--- src/rtl/int_fp_reg_file.sv ---
// Integer/floating-point register file: two 32-entry banks sharing one
// write-back index, four combinational read ports, optional same-cycle
// write-to-read forwarding, and asynchronous clear.
module int_fp_reg_file #(
  parameter int unsigned DATA_W    = 32,
  parameter int unsigned BYPASS_EN = 1
) (
  input  logic              clk,
  input  logic              rst,
  input  logic              reg_write,
  input  logic [4:0]        WB_rd_addr,
  input  logic [DATA_W-1:0] WB_rd_data,
  input  logic              f_reg_write,
  input  logic [DATA_W-1:0] frd_data,
  input  logic [4:0]        rs1_addr,
  input  logic [4:0]        rs2_addr,
  input  logic [4:0]        frs1_addr,
  input  logic [4:0]        frs2_addr,
  output logic [DATA_W-1:0] rs1_data,
  output logic [DATA_W-1:0] rs2_data,
  output logic [DATA_W-1:0] frs1_data,
  output logic [DATA_W-1:0] frs2_data
);

  logic [DATA_W-1:0] x_regs [32];
  logic [DATA_W-1:0] f_regs [32];

  logic bypass_on;
  logic int_fwd_1;
  logic int_fwd_2;
  logic fp_fwd_1;
  logic fp_fwd_2;

  assign bypass_on = (BYPASS_EN != 0);

  // Write-back into both banks; x0 is never stored, f0 is ordinary
  always_ff @(posedge clk or posedge rst) begin
    if (rst) begin
      for (int unsigned i = 0; i < 32; i++) begin
        x_regs[i] <= '0;
        f_regs[i] <= '0;
      end
    end else begin
      if (reg_write && (WB_rd_addr != 5'd0)) begin
        x_regs[WB_rd_addr] <= WB_rd_data;
      end
      if (f_reg_write) begin
        f_regs[WB_rd_addr] <= frd_data;
      end
    end
  end

  // Forwarding hits are bank-local: integer writes only feed integer ports
  always_comb begin
    int_fwd_1 = bypass_on && reg_write   && (WB_rd_addr == rs1_addr);
    int_fwd_2 = bypass_on && reg_write   && (WB_rd_addr == rs2_addr);
    fp_fwd_1  = bypass_on && f_reg_write && (WB_rd_addr == frs1_addr);
    fp_fwd_2  = bypass_on && f_reg_write && (WB_rd_addr == frs2_addr);
  end

  // Integer reads: zero during reset and for index 0, else forwarded or stored
  always_comb begin
    rs1_data = '0;
    rs2_data = '0;
    if (!rst) begin
      if (rs1_addr != 5'd0) begin
        rs1_data = int_fwd_1 ? WB_rd_data : x_regs[rs1_addr];
      end
      if (rs2_addr != 5'd0) begin
        rs2_data = int_fwd_2 ? WB_rd_data : x_regs[rs2_addr];
      end
    end
  end

  // Floating reads: zero during reset, else forwarded or stored (f0 included)
  always_comb begin
    frs1_data = '0;
    frs2_data = '0;
    if (!rst) begin
      frs1_data = fp_fwd_1 ? frd_data : f_regs[frs1_addr];
      frs2_data = fp_fwd_2 ? frd_data : f_regs[frs2_addr];
    end
  end

endmodule

--- config.mk ---
export PLATFORM = sky130hd
export DESIGN_NAME = int_fp_reg_file
export DESIGN_NICKNAME = d
export VERILOG_FILES = /design/src/rtl/int_fp_reg_file.sv
export SDC_FILE = /design/constraint.sdc
export NUM_CORES = 2
export LEC_CHECK = 0
export BUFFER_PORTS_ARGS = -buffer_cell sky130_fd_sc_hd__buf_2
export CAP_MARGIN = 0
export CORE_MARGIN = 2
export CORE_UTILIZATION = 25
export DETAILED_ROUTE_END_ITERATION = 6
export MAX_ROUTING_LAYER = met4
export PLACE_DENSITY = 0.48
export SYNTH_ARGS = -nofsm -noshare
export SYNTH_HDL_FRONTEND = slang
export SYNTH_SLANG_ARGS = --single-unit
--- constraint.sdc ---
create_clock -name clk -period 64.3 [get_ports clk]
set_input_delay 9.645 -clock clk [delete_from_list [all_inputs] [get_ports clk]]
set_output_delay 9.645 -clock clk [all_outputs]
set_load 0.03 [all_outputs]
==> summary.txt <==
Status
  • Status: complete, no violations

STA
  • Tcrit/Tclk final: 0.382
  • Total negative setup slack: 0 ps
  • Fmax: 0.0407 GHz
  • Hold Fails Final Rpt: 0
  • Worst-margin pin slew: 1200 ps
  • Slew Limit Headroom: 0.199
  • Finish-stage setup viols: 0
  • Post-layout minimum cycle time: between 20,000 and 25,000 ps
  • Worst setup margin: a little under 40,000 ps
  • Slew Limit Fails: 0
  • RSZ-0062 raised after global routing: false
  • Setup Skew: 0 ps

Clock tree
  • CTS tree: done
  • Clock root buffer master: clkbuf_16
  • Clock Tree Buf Depth: 4
  • CTS sink count: slightly above 2,000
  • # Post-CTS Setup Buffers: 0
  • # resized after CTS: 0
  • Clk_lat worst skew: slightly below 900 ps
  • Hold Buf Count CTS: 0
  • H-tree levels: 4
  • TritonCTS Buffers: about 230
  • Clk slew on worst S/H paths: about 60 ps

Routing
  • Routed wire per std cell: between 30 and 40 µm
  • Via count: 71,700
  • Initial drt markers: roughly 6,000
  • Via density: 5.34
  • Final antenna-violating net count: 0
  • Drc violations: 0
  • Detailed Routing Iterations Pass 1: 6
  • Detailed Route WL: between 400,000 and 500,000 µm

Placement
  • Final HPWL DP: between 200,000 and 250,000 µm
  • Post-Place Setup Slack: a little under 40,000 ps
  • Port Buffers: 220
  • Inst Count DP: 13,000
  • Placer's final routability congestion estimate: roughly 0.77

Layout
  • Layout cells sized above 1: 0.509
  • Most common library cell in the layout ignoring fill and taps: mux2_2
  • Most frequent cells in the layout: mux2_2, dfrtp_1, mux4_2
  • Area grow syn2layout: 13.0%
  • Final nets: 7,389
  • Final Non-Filler Cells: between 10,000 and 15,000

Job
  • Max cap viols: 0

Die
  • Total core area: roughly 0.44 mm²
  • Die H: 669 µm
  • Initial Utilization: 0.251
  • Die width: ~670 µm
  • Site Rows: roughly 240
  • IO Pins: ~220
  • Area of the die: between 0.4 and 0.5 mm²

Worst setup path
  • Critical path's slowest cell: buf_4
  • CP Cell Sequence: buf_8 > buf_4 > buf_4 > buf_4 > buf_4 > mux2i_1 > o22ai_1 > a211oi_1 > or3_1 > a31oi_1 > buf_2
  • CP Max Fanout: 44
  • CP Capture Type: primary output
  • Max incr delay on CP: 760 ps
  • Startpoint Class: input pin
  • Worst EP arrival: around 15,000 ps
  • Crit Path Category: input pin to primary output
  • Crit path required time: approximately 55,000 ps
  • Cell mode on critical path: buf_4

Global route
  • Global-route wire length before repair: 589,000 µm
  • Tot GR Track Use: 0.187
  • Largest net degree at the start of global routing: around 170
  • GRT overflow: 0
  • Number of global-route vias before repair: 75,400
  • Initial antenna violation count: 57

Logic synthesis
  • Mapped Cells: approximately 7,500
  • Ys flop type: dfrtp_1
  • Synth warn: 0
  • Synth top area share: 0.464
  • Synth cell types: between 60 and 70
  • Synth Cell Area: between 0.1 and 0.15 mm²
  • Yosys reg bits: between 2,000 and 2,500
  • FFs w/ async S/R, synth: 1.00
  • Syn_area_per_cell: about 15 µm²
  • Synth area leader: dfrtp_1
  • Number of synthesized flops with an enable pin: 0
  • Synth top area cells: dfrtp_1, mux2_2, mux4_2
  • Sequential share of the synthesized area: 0.464
  • Syn Nets: 7,608

Hold path
  • HP Class: flip-flop to flip-flop

Power
  • Static leakage: ~53 nW
  • VDD IR max: 0.0203 mV
  • PwrDens: around 31 mW/mm²
==> worst max-delay path: cells and delay by family <==
family	cells	cell delay, ps
buffers and inverters	6	3590
AOI/OAI and AO/OA	3	870
and+or+nand+nor	1	390
muxes	1	170
==> per-layer routing <==
metal	GRT usage	wire, µm	share of wire	vias up
met1	0.237	174000	0.42	39600
met3	0.0297	23200	0.056	820
met4	0.0661	16500	0.040	0
met2	0.303	200000	0.48	2477
li1	-	-	-	28800
met5	-	0	0	-
==> state kept, by name (all words and copies together), names as in the netlist <==
| signal | count |
|---|---|
| x_regs | 1024 |
| f_regs | 1024 |
==> through the flow <==
stage	hold WS (ps)	power [mW]	cell area, µm²	utilization
after floorplan	441	2.31	111000	-
after global placement	377	2.48	117000	0.265
after detailed placement	383	2.52	117000	0.265
after CTS	397	3.92	125000	0.283
after global routing	408	4.06	125000	0.283
final	397	3.89	125000	0.283
==> cell families (layout without fill, tap and decap cells) <==
kind of cell	Yosys count	in the layout	synth area share
xor+xnor	20	20	0.00158
flops	2048	2048	0.464
simple gates	524	524	0.0240
mux	3304	3304	0.423
buf+inv	854	825	0.0377
compound gates	765	765	0.0504
other cells	0	23	0
==> path summary, 6_finish.rpt <==
kind	cells after the start	slack [ps]	end	from
worst max register to register	1	63490	f_regs[112]$_DFFE_PP0P_	f_regs[112]$_DFFE_PP0P_
min in group asynchronous	2	9160	f_regs[606]$_DFFE_PP0P_	rst
worst min-delay path	0	400	x_regs[1018]$_DFFE_PP0P_	x_regs[1018]$_DFFE_PP0P_
worst min register to register	0	400	x_regs[1018]$_DFFE_PP0P_	x_regs[1018]$_DFFE_PP0P_
max in group asynchronous	8	49990	x_regs[494]$_DFFE_PP0P_	rst
worst max-delay path	11	39740	rs1_data[25]	rs1_addr[0]
==> where the power goes <==
group	internal [mW]	switching (mW)
Sequential	1.54	0.181
Clock	0.813	0.577
Combinational	0.446	0.334
Total	2.80	1.09
==> cells in the mapped netlist (all sizes together), types with 12 or more instances <==
cell type,number
xor2,12
nand2b,23
dfrtp,2048
nand2,127
mux2i,367
a211oi,142
o22ai,98
o21ai,59
a22o,32
mux4,883
nand3,34
mux2,2054
o221ai,25
or3,36
buf,462
clkbuf,387
o2111ai,14
nor2b,75
nor3b,15
a31oi,40
nor2,116
nor3,49
a221oi,65
a21oi,60
a22oi,130
a211o,43
==> cell type report <==
| cell class | instances | area (µm²) |
|---|---|---|
| repair buffers | 396 | 2670 |
| fillers | 44500 | 316000 |
| multi-input cells | 4613 | 55700 |
| inverters | 5 | 22.5 |
| clock buffers | 352 | 7020 |
| clock inverters | 72 | 840 |
| well taps | 5904 | 7390 |
| flip-flops and latches | 2048 | 51200 |
| diodes | 23 | 57.6 |
Note: power is estimated with default switching activity, not from simulation.
